==> src/rtl/hub75_bcm_driver.sv <==
// HUB75 LED-matrix scan driver with binary-code modulation.
// Shifts one bit-plane per row, latches it, then lights it for BASE_OE<<plane cycles.
module hub75_bcm_driver #(
   parameter int COLS      = 64,
   parameter int ADDR_BITS = 4,
   parameter int BPC       = 4,
   parameter int CLK_DIV   = 2,
   parameter int BASE_OE   = 8,
   parameter int BLANK     = 2
) (
   input  logic                     clk,
   input  logic                     rst,
   input  logic                     en,
   output logic                     rd_en,
   output logic [ADDR_BITS-1:0]     rd_row,
   output logic [$clog2(COLS)-1:0]  rd_col,
   input  logic [3*BPC-1:0]         rd_data_top,
   input  logic [3*BPC-1:0]         rd_data_bot,
   output logic [ADDR_BITS-1:0]     addr,
   output logic                     R0,
   output logic                     G0,
   output logic                     B0,
   output logic                     R1,
   output logic                     G1,
   output logic                     B1,
   output logic                     SCLK,
   output logic                     LAT,
   output logic                     OE,
   output logic                     busy,
   output logic                     frame_done
);

   localparam int CW       = $clog2(COLS);
   localparam int YW       = $clog2(2*CLK_DIV);
   localparam int PW       = (BPC > 1) ? $clog2(BPC) : 1;
   localparam int DISP_MAX = BASE_OE << (BPC-1);
   localparam int TMAX     = (DISP_MAX > BLANK) ? DISP_MAX : BLANK;
   localparam int TW       = $clog2(TMAX+1);

   typedef enum logic [2:0] {IDLE, SHIFT, BLANKING, LATCH, DISPLAY} state_t;

   state_t               state, state_nx;
   logic [YW-1:0]        cyc;
   logic [CW-1:0]        col;
   logic [TW-1:0]        tmr;
   logic [TW-1:0]        disp_len;
   logic [PW-1:0]        plane;
   logic [ADDR_BITS-1:0] row;
   logic [5:0]           rgb, rgb_q;
   logic                 slot_end, shift_end, blank_end, disp_end;
   logic                 last_plane, last_row;
   logic [BPC-1:0]       tr, tg, tb, br, bg, bb;

   always_comb begin
      disp_len   = TW'(BASE_OE) << plane;
      slot_end   = (cyc == YW'(2*CLK_DIV-1));
      shift_end  = slot_end && (col == CW'(COLS-1));
      blank_end  = (tmr == TW'(BLANK-1));
      disp_end   = (tmr == disp_len - TW'(1));
      last_plane = (plane == PW'(BPC-1));
      last_row   = (row == '1);
   end

   always_ff @(posedge clk or negedge rst) begin
      if (!rst) state <= IDLE;
      else      state <= state_nx;
   end

   always_comb begin
      state_nx   = state;
      frame_done = 1'b0;
      unique case (state)
         IDLE:     if (en) state_nx = SHIFT;
         SHIFT:    if (shift_end) state_nx = BLANKING;
         BLANKING: if (blank_end) state_nx = LATCH;
         LATCH:    state_nx = DISPLAY;
         DISPLAY: begin
            if (disp_end) begin
               frame_done = last_plane && last_row;
               // en only matters at the frame boundary
               state_nx   = (frame_done && !en) ? IDLE : SHIFT;
            end
         end
         default:  state_nx = IDLE;
      endcase
   end

   always_ff @(posedge clk or negedge rst) begin
      if (!rst) begin
         cyc   <= '0;
         col   <= '0;
         tmr   <= '0;
         plane <= '0;
         row   <= '0;
         addr  <= '0;
         rgb_q <= '0;
      end else begin
         rgb_q <= rgb;
         case (state)
            IDLE: begin
               cyc   <= '0;
               col   <= '0;
               tmr   <= '0;
               plane <= '0;
               row   <= '0;
            end
            SHIFT: begin
               cyc <= slot_end ? '0 : cyc + YW'(1);
               if (slot_end) col <= shift_end ? '0 : col + CW'(1);
               if (shift_end) begin
                  addr <= row;
                  tmr  <= '0;
               end
            end
            BLANKING: tmr <= blank_end ? '0 : tmr + TW'(1);
            LATCH:    tmr <= '0;
            DISPLAY: begin
               if (disp_end) begin
                  tmr <= '0;
                  if (last_plane) begin
                     plane <= '0;
                     row   <= row + ADDR_BITS'(1);
                  end else begin
                     plane <= plane + PW'(1);
                  end
               end else begin
                  tmr <= tmr + TW'(1);
               end
            end
            default: ;
         endcase
      end
   end

   always_comb begin
      tr = rd_data_top[3*BPC-1 -: BPC];
      tg = rd_data_top[2*BPC-1 -: BPC];
      tb = rd_data_top[BPC-1:0];
      br = rd_data_bot[3*BPC-1 -: BPC];
      bg = rd_data_bot[2*BPC-1 -: BPC];
      bb = rd_data_bot[BPC-1:0];
      // read data arrives the cycle after rd_en; pass it straight through, then hold
      rgb = rgb_q;
      if (state == SHIFT && cyc == YW'(1))
         rgb = {tr[plane], tg[plane], tb[plane], br[plane], bg[plane], bb[plane]};
      {R0, G0, B0, R1, G1, B1} = rgb;
   end

   always_comb begin
      rd_en  = (state == SHIFT) && (cyc == '0);
      rd_row = row;
      rd_col = col;
      SCLK   = (state == SHIFT) && (cyc >= YW'(CLK_DIV));
      LAT    = (state == LATCH);
      OE     = (state != DISPLAY);
      busy   = (state != IDLE);
   end

endmodule

==> config.mk <==
export PLATFORM = sky130hd
export DESIGN_NAME = hub75_bcm_driver
export DESIGN_NICKNAME = d
export VERILOG_FILES = /design/src/rtl/hub75_bcm_driver.sv
export SDC_FILE = /design/constraint.sdc
export NUM_CORES = 1
export LEC_CHECK = 0
export CORE_ASPECT_RATIO = 1.4
export CORE_MARGIN = 4
export CORE_UTILIZATION = 44
export CTS_CLUSTER_SIZE = 10
export DETAILED_ROUTE_END_ITERATION = 16
export MAX_ROUTING_LAYER = met4
export PLACE_DENSITY = 0.76
export SYNTH_ARGS = -nofsm -noshare
export SYNTH_HDL_FRONTEND = slang
export SYNTH_SLANG_ARGS = --single-unit
export TNS_END_PERCENT = 30
==> constraint.sdc <==
create_clock -name clk -period 2.6 [get_ports clk]
set_input_delay 0.78 -clock clk [delete_from_list [all_inputs] [get_ports clk]]
set_output_delay 0.78 -clock clk [all_outputs]
set_load 0.01 [all_outputs]
# ---- Word-level counts from Yosys, hierarchy flattened
# Index checks and enable logic that the tools add are counted.
dict set report word_totals {
  mem_bits_rw 0
  n_memories 0
  regBits 34
  word_cells 91
  rom_bits 0
  latch_bits 0
}
dict set report op_classes {
  mux 36
  multipliers 0
  magnitude_cmp 2
  div 0
  n_reduce_logical 20
  n_shift 1
  add_sub_neg 6
  bitwise_logic 0
  eq_ne 18
}
# operator count
set ops {}
lappend ops {{7-bit one-hot mux with 4 select lines} 1}
lappend ops {{7-bit two-way mux} 3}
lappend ops {{6-bit two-way mux} 3}
lappend ops {{3-bit one-hot mux with 5 select lines} 1}
lappend ops {{1-bit binary-select mux with 2-bit select} 6}
lappend ops {{3-bit two-way mux} 4}
lappend ops {{2-bit inequality test, second input constant} 6}
lappend ops {{6-bit one-hot mux with 2 select lines} 1}
lappend ops {{1-bit two-way mux} 9}
lappend ops {{4-bit two-way mux} 2}
lappend ops {{2-bit one-hot mux with 2 select lines} 2}
lappend ops {{4-bit one-hot mux with 2 select lines} 1}
lappend ops {{2-bit AND reduction} 4}
lappend ops {{7-bit by 1-bit adder with 7-bit output, second input constant} 1}
lappend ops {{7-bit by 1-bit == test with 1-bit output, second input constant} 1}
lappend ops {{7-bit == test} 1}
lappend ops {{4-bit by 2-bit << shifter with 7-bit output, first input constant} 1}
lappend ops {{7-bit by 1-bit subtractor with 7-bit output, second input constant} 1}
lappend ops {{6-bit by 1-bit adder with 6-bit output, second input constant} 1}
lappend ops {{3-bit by 2-bit == test with 1-bit output, second input constant} 2}
lappend ops {{6-bit == test, second input constant} 1}
lappend ops {{1-bit logical AND} 6}
lappend ops {{2-bit two-way mux} 3}
lappend ops {{2-bit by 1-bit adder with 2-bit output, second input constant} 2}
lappend ops {{18 further kinds} 20}

# ---- Logic depth before layout (Yosys ltp)
dict set report depth {
  ltp_word 6
  depth_mapped 8
}

# ---- Worst setup path before layout
# Ideal clock, no wire load.
dict set report synth_timing {
  kind {register to output}
  startpoint {register plane[0]}
  endpoint {output port frame_done}
  slack_ps -164
  arrival_ps 1984
  t_required_ps 1820
  stages_incl_launch_ff 8
  path_cell_list {dfrtp_1 > clkbuf_1 > inv_1 > ha_1 > nand4b_1 > mux2i_2 > nand2_1 > nor3_1}
}
dict set report synth_between {
  elab_chain_cells 5
  elab_cells_between_ends 7
}
# element line
set synth_rtl {}
lappend synth_rtl {{start: declaration} 47} ;# logic [PW-1:0] plane;
lappend synth_rtl {{start signal: assignment} 124} ;# plane <= plane + PW'(1);
lappend synth_rtl {{4-bit by 2-bit << shifter with 7-bit output} 55} ;# disp_len = TW'(BASE_OE) << plane;
lappend synth_rtl {{7-bit by 1-bit subtractor with 7-bit output} 59} ;# disp_end = (tmr == disp_len - TW'(1));
lappend synth_rtl {{7-bit == test} 59}
lappend synth_rtl {{1-bit two-way mux *} 78} ;# if (disp_end) begin
lappend synth_rtl {{1-bit two-way mux *} 72} ;# unique case (state)
lappend synth_rtl {{end: declaration} 30} ;# output logic frame_done
# Every way passes the cells marked *; elsewhere a longest branch is shown, timed or not.

# ---- Worst setup path after layout
dict set report layout_timing {
  startpoint {input port rd_data_top[11]}
  endpoint {output port R0}
}
dict set report layout_between {
  elab_chain_cells 3
}
# element line
set layout_rtl {}
lappend layout_rtl {{start: declaration} 17} ;# input logic [3*BPC-1:0] rd_data_top,
lappend layout_rtl {{1-bit binary-select mux with 2-bit select} 145} ;# rgb = {tr[plane], tg[plane], tb[plane], br[plane], bg[plane], bb[plane]};
lappend layout_rtl {{1-bit two-way mux (implied by the code)} 145}
lappend layout_rtl {{6-bit two-way mux} 144} ;# if (state == SHIFT && cyc == YW'(1))
lappend layout_rtl {{end: declaration} 20} ;# output logic R0,
# No other way between the ends. The select of a mux whose other input is x is not followed.

==> results.md <==
- Multiplexer share of the synthesized area: 13.9%
- Routed via count: 1876
- Final nets: 328
- IO buf count: 52
- Met1 GRT Util: 21.6%
- Post-Route WL: 5240 um
- Crit path kind: in2out
- Unique masters post-synth: 45
- Worst hold margin: 502 ps
- Detail Route Antenna Nets: 0
- Initial antenna violation count: 0
- Max Clock Skew: about 6.3 ps
- Yosys warning total: 0
- Share of the synthesized area in the top cell type: 40.4%
- Clock sinks: 34
- DR iter-0 viols: 93
- Post-Syn Instances: 215
- Adder-cell share of the synthesized area: 7.12%
- Hpwl dp: 4110 um
- Chip Height: around 90 um
- Avg Vias per Cell: 5.33
- Post-CTS Hold Buffers: 0
- Overall power: 1840 uW
- Largest family of logic cells by synthesized area: simple AND/OR/NAND/NOR gates
- Share of cells above drive strength 1: 25.9%
- Compound-gate portion of the synthesized area: between 10 and 15%
- Placed instance area: 2830 sq um
- Layer carrying the most global-route usage: met2
- Worst Hold Class: reg2reg
- Maximum clock insertion buffer count: 2
- First-pass GRT wire length: approximately 9200 um
- CTS tree: built
- Crit end category: primary output
- Startpoint Class: input port
- Leak: about 0.0014 uW
- RSZ-0062 raised after global routing: yes
- Clock Latency Late Sink: 290 ps
- Power per standard cell area: 610 nW/um^2
- Slew HR: between 60 and 70%
- Global Route met2 Usage: 35.5%
- Largest net degree at the start of global routing: 35
- Syn Area/Cell: approximately 9.8 sq um
- First drt pass iteration count: 4
- Failing checks: negative setup slack
- M3 GR Usage: approximately 3.6%
- Worst slew pin tran: between 500 and 600 ps
- Setup violators final: 1
- Die area: 5980 sq um
- Initial core utilization: a little under half
- Chip width: 66.5 um
- Final worst slack: -8.70 ps
- Status: finished, violations left
- Seq cells post-synth: 34
- Ant. Diodes: 0
- Max Cap Viol: 0
- Area Overhead vs Synth: 42.7%
- Cell accounting for the most synthesized area: dfrtp_1
- Core box area: roughly 4600 sq um
- Max Slew Vio Count: 0
- Cell area after synthesis: 2110 sq um
- Post-route DRC: 0
- Simple-gate area share of the yosys netlist: 23.5%
- Crit path DAT: roughly 1800 ps
- Max Clk Rate: 383 MHz
- Crit Path Max Fanout: 2
- Vias in the first global route: 1976
- Post-synth ARST share: 100%
- Dpl ws: -629 ps
- Placer Congestion: ~0.8
- Final Hold Fails: 0
- Util after Layout: 65.8%
- Synth Area in XOR/XNOR: less than 1%
- Finished Cell Area: 3010 sq um
- Post-layout min period: 2610 ps
- H-tree Lvls: 2
- I/O pins: 53
- Most used DFF post-synth: dfrtp_1
- Total GRT Usage: 20.1%
- Worst-path clk slew: 70 ps
- Register area share after synthesis: 40.4%
- # rows: 29
- Syn nets: 254
- Final period util: 100%
- VDD IR max: 0.582 mV
- Grt total ovfl: 0
- Clock root buffer: clkbuf_8
- Wire per inst: between 10 and 15 um
- Post-synth EDFFs: 0
- WP data required: 1820 ps
- Top cells by area, synth: dfrtp_1 (40%), ha_1 (7.1%), mux4_2 (6.4%)
- CTS buffer count: 5
==> cell usage after synthesis, types with 2 or more instances <==
cell type / instances
a21oi_1: 4
a31oi_1: 3
and3_1: 4
buf_1: 2
buf_2: 3
clkbuf_1: 3
dfrtp_1: 34
ha_1: 12
inv_1: 7
mux2_2: 10
mux2i_1: 2
mux4_2: 6
nand2_1: 29
nand2b_1: 2
nand3_1: 17
nand4_1: 2
nand4b_1: 3
nor2_1: 12
nor2b_1: 5
nor3_1: 4
nor3_2: 3
nor3b_1: 2
o211ai_1: 4
o21ai_0: 12
o221ai_1: 3
o22ai_1: 2
or2_2: 5
or3_1: 3
==> layout make-up <==
| cell class | instances | area (sq um) |
|---|---|---|
| Fill cell | 402 | 1560 |
| Multi-Input combinational cell | 164 | 1230 |
| Sequential cell | 34 | 852 |
| Timing Repair Buffer | 76 | 713 |
| Clock buffer | 8 | 110 |
| Tap cell | 62 | 77.6 |
| Inverter | 8 | 30.0 |
==> registers in the layout (all words and copies together) (netlist names) <==
register / flops
rd_row: 4
rd_col: 6
tmr: 7
plane: 2
addr: 4
state: 3
rgb_q: 6
cyc: 2
==> where the power goes <==
part           switching [uW]  internal, uW  leakage [uW]
sequential               61.2           625      0.000436
combinational             298           395      0.000894
clock                     189           267     0.0000575
==> metal layers <==
layer  wire, um  vias up  share of wire, %
li1           -      922                 -
met1       2010      914                38
met2       2970       30                57
met3        141       10               2.7
met4        116        0               2.2
met5          0        -                 0
==> worst max-delay path: stages <==
cell,delay [ps]
clkdlybuf4s15_1,180
mux4_2,460
mux2_4,280
buf_6,120
==> final timing paths <==
check	end	startpoint	slack [ps]	cells past startpoint
worst max register to register	plane[0]	plane[1]	400	8
worst max-delay path	R0	rd_data_top[11]	-9	4
min in group asynchronous	rgb_q[1]	rst	900	2
worst min register to register	rgb_q[1]	rgb_q[1]	500	1
max in group asynchronous	plane[0]	rst	1350	2
worst min-delay path	rgb_q[1]	rgb_q[1]	500	1
==> cells in the final DEF, fill, tap and decap left out, types with 2 or more instances in the layout <==
| cell | Yosys | layout |
|---|---|---|
| nand3_1 | 17 | 17 |
| nor2_1 | 12 | 12 |
| mux2_2 | 10 | 4 |
| nand4_1 | 2 | 2 |
| nand4b_1 | 3 | 3 |
| clkbuf_8 | 0 | 8 |
| mux2_4 | 0 | 6 |
| ha_2 | 0 | 2 |
| mux2i_1 | 2 | 2 |
| o22ai_1 | 2 | 2 |
| nor3_2 | 3 | 4 |
| clkdlybuf4s50_1 | 0 | 17 |
| nand2_1 | 29 | 29 |
| buf_4 | 0 | 23 |
| nand2b_1 | 2 | 2 |
| a21oi_1 | 4 | 4 |
| nor2b_1 | 5 | 4 |
| mux4_2 | 6 | 6 |
| buf_6 | 1 | 7 |
| inv_1 | 7 | 7 |
| o221ai_1 | 3 | 3 |
| dlymetal6s2s_1 | 0 | 3 |
| nor3_1 | 4 | 3 |
| or3_1 | 3 | 3 |
| dfrtp_1 | 34 | 33 |
| ha_1 | 12 | 10 |
| or2_2 | 5 | 5 |
| o211ai_1 | 4 | 4 |
| clkdlybuf4s15_1 | 0 | 24 |
| nor3b_1 | 2 | 2 |
| a31oi_1 | 3 | 3 |
| o21ai_0 | 12 | 12 |
| and3_1 | 4 | 3 |
==> stage by stage <==
| step | std cells | setup TNS, ps |
|---|---|---|
| finish | 352 | -8.70 |
| global route | 352 | -360 |
| CTS | 351 | -21.9 |
| detailed placement | 342 | -3810 |
| global placement | 342 | -3610 |
| floorplan | 215 | 0 |
==> cells by family (layout without fill, tap and decap cells) <==
group,count (synthesis),after routing
AND/OR/NAND/NOR,95,95
AO/OA/AOI/OAI,35,35
flip-flops,34,34
XOR/XNOR,2,2
multiplexers,20,20
buffers and inverters,17,92
adder cells (fa/ha/maj),12,12
==> what timing repair did <==
action / 4_1_cts / 5_1_grt
pin swaps: 1 / 1
endpoints found under the setup margin: 8 / 10
endpoints found under the hold margin: 0 / 0
buffers inserted: 1 / 1
gates resized for setup: 94 / 5
Power figures use the tool's default switching activity.
